File: src/rtl/lz77_decoder.sv
// LZ77 triple decoder: rebuilds the byte stream from (offset, length, literal) codes using a shifting search buffer.
// Optional `LZ77_DEC_CHECK_EN adds a sticky err flag for offsets that point past the filled part of the buffer.
module lz77_decoder #(
   parameter int           SEARCH_DEPTH = 9,
   parameter int           OFF_W        = 4,
   parameter int           LEN_W        = 3,
   parameter logic [7:0]   END_CHAR     = 8'h24
) (
   input  logic             clk,
   input  logic             reset,
   input  logic             code_valid,
   output logic             code_ready,
   input  logic [OFF_W-1:0] code_pos,
   input  logic [LEN_W-1:0] code_len,
   input  logic [7:0]       chardata,
   output logic             encode,
   output logic             char_valid,
   output logic [7:0]       char_nxt,
`ifdef LZ77_DEC_CHECK_EN
   output logic             err,
`endif
   output logic             finish
);

   typedef enum logic [1:0] {WAIT, COPY, LIT, DONE} state_t;

   localparam logic [OFF_W-1:0] DEPTH_OFF = OFF_W'(SEARCH_DEPTH);

   state_t           state;
   state_t           state_next;
   logic [OFF_W-1:0] pos_q;
   logic [LEN_W-1:0] cnt_q;
   logic [7:0]       lit_q;
   logic [7:0]       sbuf [SEARCH_DEPTH];
   logic [7:0]       rd_byte;
   logic [7:0]       emit_byte;
   logic             accept;
   logic             emit;

   assign encode     = 1'b0;
   assign code_ready = (state == WAIT);
   assign finish     = (state == DONE);
   assign accept     = code_valid && code_ready;

   // Entries beyond the buffer depth read as zero, same as never-written ones.
   always_comb begin
      rd_byte = 8'h00;
      for (int i = 0; i < SEARCH_DEPTH; i++) begin
         if (pos_q == OFF_W'(i)) rd_byte = sbuf[i];
      end
   end

   always_comb begin
      emit      = 1'b0;
      emit_byte = lit_q;
      case (state)
         COPY: begin
            emit      = 1'b1;
            emit_byte = rd_byte;
         end
         LIT:     emit = (lit_q != END_CHAR);
         default: emit = 1'b0;
      endcase
   end

   always_ff @(posedge clk or posedge reset) begin
      if (reset) state <= WAIT;
      else       state <= state_next;
   end

   always_comb begin
      state_next = state;
      case (state)
         WAIT: begin
            if (code_valid) state_next = (code_len != '0) ? COPY : LIT;
         end
         COPY: begin
            if (cnt_q == LEN_W'(1)) state_next = LIT;
         end
         LIT:     state_next = (lit_q == END_CHAR) ? DONE : WAIT;
         DONE:    state_next = DONE;
         default: state_next = WAIT;
      endcase
   end

   always_ff @(posedge clk or posedge reset) begin
      if (reset) begin
         pos_q      <= '0;
         cnt_q      <= '0;
         lit_q      <= 8'h00;
         char_valid <= 1'b0;
         char_nxt   <= 8'h00;
      end else begin
         char_valid <= emit;
         if (accept) begin
            pos_q <= code_pos;
            cnt_q <= code_len;
            lit_q <= chardata;
         end
         if (emit) char_nxt <= emit_byte;
         if (state == COPY) cnt_q <= cnt_q - LEN_W'(1);
      end
   end

   // The read index is fixed while the buffer shifts, so overlapping copies replay the run.
   always_ff @(posedge clk or posedge reset) begin
      if (reset) begin
         for (int i = 0; i < SEARCH_DEPTH; i++) sbuf[i] <= 8'h00;
      end else if (emit) begin
         for (int i = SEARCH_DEPTH - 1; i > 0; i--) sbuf[i] <= sbuf[i-1];
         sbuf[0] <= emit_byte;
      end
   end

`ifdef LZ77_DEC_CHECK_EN
   localparam logic [OFF_W:0] DEPTH_FILL = (OFF_W+1)'(SEARCH_DEPTH);

   logic [OFF_W:0] fill_q;
   logic           bad_code;

   assign bad_code = (code_pos >= DEPTH_OFF) ||
                     ((code_len != '0) && ({1'b0, code_pos} >= fill_q));

   always_ff @(posedge clk or posedge reset) begin
      if (reset) begin
         fill_q <= '0;
         err    <= 1'b0;
      end else begin
         if (emit && (fill_q < DEPTH_FILL)) fill_q <= fill_q + 1'b1;
         if (accept && bad_code)            err    <= 1'b1;
      end
   end
`else
   logic unused_depth;
   assign unused_depth = &DEPTH_OFF;
`endif

endmodule
File: config.mk
export PLATFORM = sky130hd
export DESIGN_NAME = lz77_decoder
export DESIGN_NICKNAME = d
export VERILOG_FILES = /design/src/rtl/lz77_decoder.sv
export SDC_FILE = /design/constraint.sdc
export NUM_CORES = 1
export LEC_CHECK = 0
export ABC_CLOCK_PERIOD_IN_PS = 3350
export CAP_MARGIN = 20
export CORE_MARGIN = 3
export CORE_UTILIZATION = 45
export DETAILED_ROUTE_END_ITERATION = 10
export GPL_ROUTABILITY_DRIVEN = 0
export GPL_TIMING_DRIVEN = 0
export PLACE_DENSITY_LB_ADDON = 0.15
export REMOVE_ABC_BUFFERS = 1
export SLEW_MARGIN = 20
export SYNTH_ARGS = -nofsm -noshare
export SYNTH_HDL_FRONTEND = slang
export SYNTH_SLANG_ARGS = --single-unit
File: constraint.sdc
create_clock -name clk -period 3.35 [get_ports clk]
set_input_delay 0.5025 -clock clk [delete_from_list [all_inputs] [get_ports clk]]
set_output_delay 0.5025 -clock clk [all_outputs]
set_load 0.01 [all_outputs]
; Yosys cells after proc, flatten, opt, wreduce, memory -nomap -nowiden
; Cells that the tools add are included.
[classes]
addsub = 1
n_eq_ne = 17
mux = 18
reduce_logical = 7
[ops]
columns = cell, n
row1 = 8-bit two-way mux, 10
row2 = "4-bit by 3-bit == test with 1-bit output, second input constant", 4
row3 = "10-bit != test, second input constant", 1
row4 = "4-bit by 2-bit == test with 1-bit output, second input constant", 2
row5 = "8-bit by 6-bit == test with 1-bit output, second input constant", 1
row6 = 2-bit two-way mux, 4
row7 = "8-bit by 6-bit != test with 1-bit output, second input constant", 1
row8 = 2-bit one-hot mux with 4 select lines, 1
row9 = 3-bit two-way mux, 2
row10 = "2-bit == test, second input constant", 2
row11 = "4-bit by 1-bit == test with 1-bit output, second input constant", 1
row12 = "4-bit == test, second input constant", 1
row13 = 4-bit logical NOT, 1
row14 = "2-bit != test, second input constant", 2
row15 = 2-bit AND reduction, 2
row16 = "3-bit by 1-bit == test with 1-bit output, second input constant", 1
row17 = 3-bit nonzero test, 1
row18 = "3-bit by 1-bit subtractor with 3-bit output, second input constant", 1
row19 = "2-bit by 1-bit == test with 1-bit output, second input constant", 1
row20 = 2-bit logical NOT, 1
row21 = 1-bit one-hot mux with 2 select lines, 1
row22 = 2-bit nonzero test, 1
row23 = 1-bit logical AND, 1
[totals]
register_bits = 90
inputBits = 18
output_inout_bits = 12
elab_cells = 57

; Depth between registers and ports, before layout
[logic_depth]
ltp_word = 11
mapped_depth = 8
mapped_depth_nobuf = 7

; Worst setup path after synthesis
; Ideal clock, no wire load.
[synth_timing]
kind = register to register
startpoint = reg pos_q[1]
endpoint = reg sbuf[69] (netlist name)
setup_time_ns = 0.125
t_arrival_ns = 1.773
t_required_ns = 3.225
slack_ns = 1.453
path_stages_with_launch = 7
n_path_buf = 2
synth_period_minus_slack_ns = 1.897
path_cell_list = dfrtp_1 buf_6 or4b_1 buf_2 o221a_1 a22o_1 mux2_2
[synth_between]
elab_chain_len = 10
elab_cells_between_ends = 20
classes_between = eq/ne (9) / mux (9) / reduce/logical (2)
[synth_lines]
columns = element, line_no
row1 = start: declaration, 31  ; logic [OFF_W-1:0] pos_q;
row2 = start signal: assignment, 96  ; pos_q <= code_pos;
row3 = 4-bit by 1-bit == test with 1-bit output, 49  ; if (pos_q == OFF_W'(i)) rd_byte = sbuf[i];
row4 = 8-bit two-way mux (8 in a row), 49
row5 = 8-bit two-way mux, 56  ; case (state)
row6 = end: declaration, 34  ; logic [7:0] sbuf [SEARCH_DEPTH];
; Several ways; a longest one is shown, not always the timed one.
; A chain may end at the register's enable or synchronous reset.

; Final worst setup path
[layout_timing]
startpoint = reg state[1]
endpoint = reg sbuf[70] (netlist name)
[layout_between]
elab_chain_len = 3
elab_cells_between_ends = 6
classes_between = eq/ne (3) / mux (2) / reduce/logical (1)
[layout_lines]
columns = element, line_no
row1 = start: declaration, 29  ; state_t state;
row2 = start signal: assignment, 68  ; else state <= state_next;
row3 = 2-bit by 1-bit == test with 1-bit output / 2-bit == test (equally long branches), 56
row4 = 10-bit != test (no line) / 1-bit one-hot mux with 2 select lines (equally long branches), --
row5 = 2-bit AND reduction (no line), --
; Several ways; a longest one is shown, not always the timed one.

==> run metrics <==
outcome=completed; r2r endpoint=sbuf[70]$_DFFE_PP0P_; Synth Flop Type=dfrtp_1; Root Buffer=clkbuf_8; Hold Crit Start=sbuf[16]$_DFFE_PP0P_; CTS max path bufs=2; Worst Hold Class=reg -> reg; DR DRC count=0; hold buffers post-CTS=0; Netlist cell types=51; crit path DAT=2880 ps; maximum capacitance violations=0; final setup violation count=0; die width=104.5 um; I/O pins=30; largest net degree at the start of global routing=50; Cell Chain, Critical Path=inv_1, ha_1, inv_1, a221o_1, a211oi_1, a21oi_1; VDD IR max=277.0 uV; Via density=5.547; Syn-to-layout area delta=13.24%; cell mode on critical path=inv_1; most common cell after layout, fill and taps aside=dfrtp_1; Power Dens Cells=366.8 nW/um^2; R2R Path Start=state[1]$_DFFE_PP0P_; min Tclk post-route=2633 ps; first-pass GRT wire length=14870 um; R2R depth=6; Tcrit/Tclk final=0.7861; Max stage delay on crit path=730 ps; Post-synth EDFFs=0; Crit Path Class=reg -> reg; worst skew pair latency=350 ps; initial antenna violation count=0; synth warn=0; share of cells above drive strength 1=0.2448; Hold Vio Cnt, Final=0; unrepaired setup endpoints after global routing=false; Initial Util=0.4681; Chip Height=104.5 um; number of port buffers=28; placed instance area=4765 um^2; LEAKAGE=2.320 nW; Final ANT Viol Nets=0; DPL Wire Length=6002 um; Overall Global Routing Usage=0.1709; Num Clock Sinks=90; post-synthesis async set-or-reset flop share=1.000; fin area=4945 um^2; CP startpoint kind=flop; Worst Path Required=3590 ps; 1st-pass router iterations=4; Hold Path Sink=sbuf[16]$_DFFE_PP0P_; Slew @ Worst Pin=938.4 ps; Top delay family on crit path=compound AO/OA/AOI/OAI gates; Post-Syn Area=4367 um^2; Fmax=379.8 MHz; worst reg2reg setup slack=720 ps; max-slew violations=0; Mapped Cells=371; post-CTS sizing=0; buffers plus inverters on the worst setup path=2; final wirelength=9153 um; Die Area=10920 um^2; Final Skew=10.02 ps; hold path depth=1; core footprint=9328 um^2; Routed WL per cell=17.70 um; cts bufs inserted=9; postcts setup bufs=0; Avg Cell Area, Syn=11.77 um^2; ANT cells=0; hold_ws=504.8 ps; H-tree Lvls=3; grt total ovfl=0; critical-path cell with the highest stage delay=ha_1; vias in the first global route=2833; number of DRC markers in iteration 0=123; floorplan row count=35; Slew headroom=0.3721; CP Capture Type=flop; CTS tree=done; post-synthesis sequential area ratio=0.5158; Worst Path Max Fanout=21; Layout Nets=407; most frequent cells in the layout=dfrtp_1, mux2_2, clkdlybuf4s50_1, a21oi_1, nor2_1; clk slew on worst S/H paths=90 ps; routed vias=2868; number of synthesized register bits=90
==> worst register-to-register path: stages, from the launching register on <==
cell	delay, ps
dfrtp_1	410
inv_1	90
ha_1	730
inv_1	490
a221o_1	460
a211oi_1	240
a21oi_1	110
==> logic make-up (layout without fill, tap and decap cells) <==
kind of cell    Yosys count  after routing  share of synthesized area
other cells               1              1                  0.0008588
xor+xnor                  1              1                   0.002006
mux                      83             83                     0.2117
fa+ha+maj                 6              6                    0.01719
compound gates           86             86                     0.1327
simple gates             56             56                    0.06647
flops                    90             90                     0.5158
buf+inv                  48             65                    0.05329
==> synth_stat cells, types with 4 or more instances <==
| cell type | count | area [um^2] |
|---|---|---|
| a221o_1 | 4 | 40.04 |
| clkbuf_1 | 10 | 37.54 |
| ha_1 | 6 | 75.07 |
| o21ai_0 | 10 | 50.05 |
| mux2_1 | 6 | 67.56 |
| buf_4 | 9 | 67.56 |
| a211oi_1 | 7 | 52.55 |
| mux2i_1 | 8 | 80.08 |
| inv_1 | 16 | 60.06 |
| dfrtp_1 | 90 | 2252 |
| a21oi_1 | 27 | 135.1 |
| mux2_2 | 69 | 777.0 |
| o21a_1 | 5 | 37.54 |
| o221ai_1 | 6 | 52.55 |
| nand2_1 | 12 | 45.04 |
| buf_2 | 9 | 45.04 |
| nor2_1 | 20 | 75.07 |
| nor4b_1 | 4 | 35.03 |
| o22ai_1 | 4 | 25.02 |
==> state kept, by name (all words and copies together), names as in the netlist <==
signal / count
lit_q: 8
pos_q: 4
char_valid: 1
state: 2
sbuf: 72
cnt_q: 3
==> cell type report <==
cell class,count,area (um^2)
Fill cell,833,4383
Sequential cell,90,2255
Multi-Input combinational cell,233,1899
Timing Repair Buffer,33,387.9
Tap cell,129,161.4
Clock buffer,11,141.4
Inverter,16,62.56
Clock inverter,5,37.54
==> power by group <==
group	switching, mW	total (mW)	leakage [nW]	internal (mW)
combinational	0.0263	0.0464	0.994	0.0202
clock	0.388	0.682	0.0863	0.294
sequential	0	1.09	1.24	1.09
total	0.414	1.81	2.32	1.40
==> through the flow <==
stage | util | setup slack, ps | power [mW] | instances | setup TNS [ps]
final | 0.5301 | 716.7 | 1.814 | 517 | 0
after global routing | 0.5301 | 517.2 | 1.891 | 517 | 0
after CTS | 0.5300 | 550.9 | 1.846 | 517 | 0
after detailed placement | 0.5108 | 575.8 | 1.155 | 501 | 0
after global placement | 0.4970 | -2685 | 1.151 | 496 | -250830
after floorplan | - | -1062 | 1.124 | 339 | -67450
==> how the worst max path moves through the flow <==
stage,from,to,slack [ps],depth (start not counted)
2_1_floorplan,lit_q[4]$_DFFE_PP0P_,sbuf[10]$_DFFE_PP0P_,-1060,4
3_3_place_gp,lit_q[3]$_DFFE_PP0P_,sbuf[18]$_DFFE_PP0P_,-2680,4
3_5_place_dp,pos_q[0]$_DFFE_PP0P_,sbuf[68]$_DFFE_PP0P_,580,5
4_1_cts,pos_q[0]$_DFFE_PP0P_,sbuf[65]$_DFFE_PP0P_,550,5
5_1_grt,state[1]$_DFFE_PP0P_,sbuf[67]$_DFFE_PP0P_,520,6
6_report,state[1]$_DFFE_PP0P_,sbuf[70]$_DFFE_PP0P_,720,6
==> metal layers <==
layer | track usage | vias up | part of all wire
met4 | 0.03894 | 0 | 0.0040
met3 | 0.04345 | 4 | 0.029
met2 | 0.2791 | 45 | 0.49
met1 | 0.2298 | 1450 | 0.48
li1 | - | 1369 | -
met5 | 0 | - | 0
No activity file was read; power rests on OpenSTA's default activity.
==> RTL edit 1: new RTL, same flow settings <==
`OFF_W`: 4 -> 3.
--- a/src/rtl/lz77_decoder.sv
+++ b/src/rtl/lz77_decoder.sv
@@ -2,7 +2,7 @@
 // Optional `LZ77_DEC_CHECK_EN adds a sticky err flag for offsets that point past the filled part of the buffer.
 module lz77_decoder #(
    parameter int           SEARCH_DEPTH = 9,
-   parameter int           OFF_W        = 4,
+   parameter int           OFF_W        = 3,
    parameter int           LEN_W        = 3,
    parameter logic [7:0]   END_CHAR     = 8'h24
 ) (
Interface: changed (resized code_pos); port bits go from 30 to 29. The function was not compared with the original's and may differ.
==> RTL edit 1 against the original RTL <==
- die area shrank 0.89%
- cell area fell by 1.2%
- clock skew shrank 4.8 ps
- wire length fell by 8.3%
- worst setup slack gained 220 ps
- area after synthesis decreased by 0.95%
- sequential cell count is 1 lower
- count of clock-buffer cells in the layout rose by 3
- critical endpoint is now sbuf[65]
Power is left out: it rests on default switching activity, and per cell area and clock period it moved more than threefold.
==> RTL edit 1: results (changes against the original RTL) <==
metric	value	unit	change
ys.flop_type	dfrtp_1		
cts_root_buf	clkbuf_8		
nets	391		-3.9%
dp_cells	486		-3.0%
synth_common_cells	89 x dfrtp_1, 63 x mux2_2, 25 x a21oi_1		
holdPathEnd	sbuf[1]		
cp_max_fo	30		+43%
vias_per_cell	5.54		-0.17%
clkLatencyLatePin	360	ps	
cts_made_buffers	9		unchanged
antenna_found_initial	0		unchanged
post-cts-setup-buffer-count	0		unchanged
ys_top_cells_by_area	dfrtp_1 51%, mux2_2 16%, mux2_1 3.9%, a21oi_1 2.9%, buf_4 2.4%		
drive_gt1_frac	0.239		-0.00624
cp-startpoint	pos_q[1]		
post-route-min-period	2420	ps	-215 ps
status	completed		
clk_pin_slew	80	ps	
setup_violations	0		unchanged
holdWs	504	ps	-1.17 ps
r2r_cells	4		-2
place_ws	890	ps	+314 ps
slew_headroom	0.277		-0.0955
critical_path.endpoint	sbuf[65]		
crit_family	flip-flops		
holdCritStartpoint	sbuf[1]		
worst_ep_arrival_time	2680	ps	-200 ps
grt_pass1_wl	14600	µm	-1.8%
cpPeakStageDelay	1060	ps	+330 ps
async_flop_share	1.00		unchanged
min_path_type	reg -> reg		
n_antenna_cell	0		unchanged
vias	2780		-3.1%
cp_slowest_cell	dfrtp_1		
reg.largest.list	sbuf x72, lit_q x8		
ys_types	48		-5.9%
drtIter0Drc	96		-22%
cts.repair.resized	0		unchanged
yosys_warnings	0		unchanged
cts_max_level	3		unchanged
syn_avg_cell_area	12.1	µm²	+2.9%
io_buffers	27		-3.6%
grt_usage	0.167		-0.00375
grt_max_degree	56		+12%
r2r_slack	930	ps	+220 ps
worstHoldPathCells	1		unchanged
ys_seq_area_frac	0.515		-0.000862
skew	5.19	ps	-4.83 ps
dpl_cell_area	4660	µm²	-2.2%
wl	8390	µm	-8.3%
place_hpwl	5650	µm	-5.9%
firstDrtPassIters	4		unchanged
n_fill_cell	867		+4.1%
==> RTL edit 1: metal layers <==
layer  GRT usage  routed length (µm)  up-vias
li1            -                   -     1311
met1       0.249                4230     1412
met2       0.243                3720       49
met3      0.0385                 340        8
met4      0.0484                 102        0
met5           0                   0        -
==> RTL edit 1: kinds of logic after synthesis <==
family | after synthesis | share of synthesized area
fa+ha+maj | 6 | 0.0174
buf+inv | 43 | 0.0590
other cells | 1 | 0.000867
mux | 83 | 0.215
simple gates | 54 | 0.0674
xor+xnor | 1 | 0.00203
compound gates | 80 | 0.124
flops | 89 | 0.515
==> RTL edit 1: final cells by class <==
type | count | area, µm² | share of cell area
clock buffer | 14 | 163 | 0.0333
clock inverter | 2 | 60.1 | 0.0123
multi-input combinational | 225 | 1840 | 0.377
sequential | 89 | 2230 | 0.456
tap | 129 | 161 | 0.0331
inverter | 12 | 47.5 | 0.00974
timing repair buffer | 31 | 380 | 0.0779
==> RTL edit 2: new RTL, config.mk and constraints unchanged <==
Without the edit above. The 4 states of `state_t` get a one-hot encoding in 4 bits.
--- a/src/rtl/lz77_decoder.sv
+++ b/src/rtl/lz77_decoder.sv
@@ -22,7 +22,7 @@
    output logic             finish
 );
 
-   typedef enum logic [1:0] {WAIT, COPY, LIT, DONE} state_t;
+   typedef enum logic [3:0] {WAIT = 4'b0001, COPY = 4'b0010, LIT = 4'b0100, DONE = 4'b1000} state_t;
 
    localparam logic [OFF_W-1:0] DEPTH_OFF = OFF_W'(SEARCH_DEPTH);
 
Check against the original RTL: no difference found for any inputs over 10 cycles, from zero or initial values and one cycle with reset high; not proved beyond that.
==> RTL edit 2 against the original RTL <==
- first-iteration DRC count fell by 11%
- sequential cell count increased by 2
- wire length is 4.8% higher
- cell area rose by 4.1%
- count of clock-buffer cells in the layout stayed put
- core utilization is 0.82 points lower
- synthesized cell count up 1.3%
- area after synthesis increased by 5.5%
- worst setup slack got worse by 19 ps
- highest routed layer unchanged
Power is not compared: it rests on default switching activity, and its combinational part moved more than twofold at a synthesized area within 25%.
==> RTL edit 2: results (changes against the original RTL) <==
metric	value	unit	change
reg.largest.list	sbuf x72, lit_q x8		
skew	8.19	ps	-1.83 ps
grt_pass1_vias	3090		+9.1%
ys_top_cells_by_area	dfrtp_1 49%, mux2_4 15%, mux2_1 3.7%, mux2_2 3.7%, a21oi_1 2.2%		
holdWs	448	ps	-56.7 ps
status	completed		
synthMuxAreaShare	0.227		+0.0148
cp_max_fo	24		+14%
synth_common_cells	91 x dfrtp_1, 45 x mux2_4, 20 x a21oi_1		
grt_max_degree	72		+44%
m1WireLength	4570	µm	+3.7%
n_fill_cell	865		+3.8%
wl_met2	4530	µm	+2.0%
dp_cells	508		+1.4%
firstDrtPassIters	4		unchanged
dpl_cell_area	4980	µm²	+4.4%
dr_wl_met3	378	µm	+43%
r2r_cells	5		-1
wl	9590	µm	+4.8%
vias	3008		+4.9%
drtIter0Drc	109		-11%
nets	406		-0.25%
synth_compound_area_frac	0.121		-0.0112
place_ws	713	ps	+137 ps
min_path_type	in -> async		
syn_avg_cell_area	12.2	µm²	+4.1%
drive_gt1_frac	0.233		-0.0121
place_hpwl	6290	µm	+4.8%
grt_pass1_wl	16400	µm	+10%
critical_path.endpoint	sbuf[67]		
ys_types	55		+7.8%
synth_xor_area_frac	0.00190		-0.000104
cp-startpoint	pos_q[2]		
worst_ep_arrival_time	2920	ps	+40 ps
slew_headroom	0.306		-0.0661
instances_no_fill	524		+1.4%
grt_use_met3	0.0427		-0.000706
regArea	2300	µm²	+2.2%
use_met2	0.287		+0.00780
-- RTL edit 2: cell count changes after synthesis, sizes merged, moves of 5 or more --
cell    delta
a21oi      -6
o21ai      +8
o31ai      +6
inv        -6
mux2i      -5
nand3      +7
nor3       +6
nor2      -12
o21a       -5
o22ai      +5
nand2      +6
a211oi     -5
-- RTL edit 2: worst max-delay path, cell delays in order, from the launching register on --
cell and delay [ps]:
dfrtp_1 900, inv_1 330, nor3_1 740, a22o_1 240, nor3_1 60, o31ai_1 260
-- RTL edit 2: cell type report --
cell class                 instances  share of cell area
clock buffer                      11              0.0275
clock inverter                     5             0.00535
inverter                          10             0.00826
multi-input combinational        240               0.403
sequential                        92               0.447
tap                              133              0.0323
timing repair buffer              33              0.0765
-- RTL edit 2: power breakdown --
part / internal [mW] / switching, mW
clock network: 0.285 / 0.388
registers: 1.53 / 0.566
logic: 1.00 / 0.748
total: 2.82 / 1.70
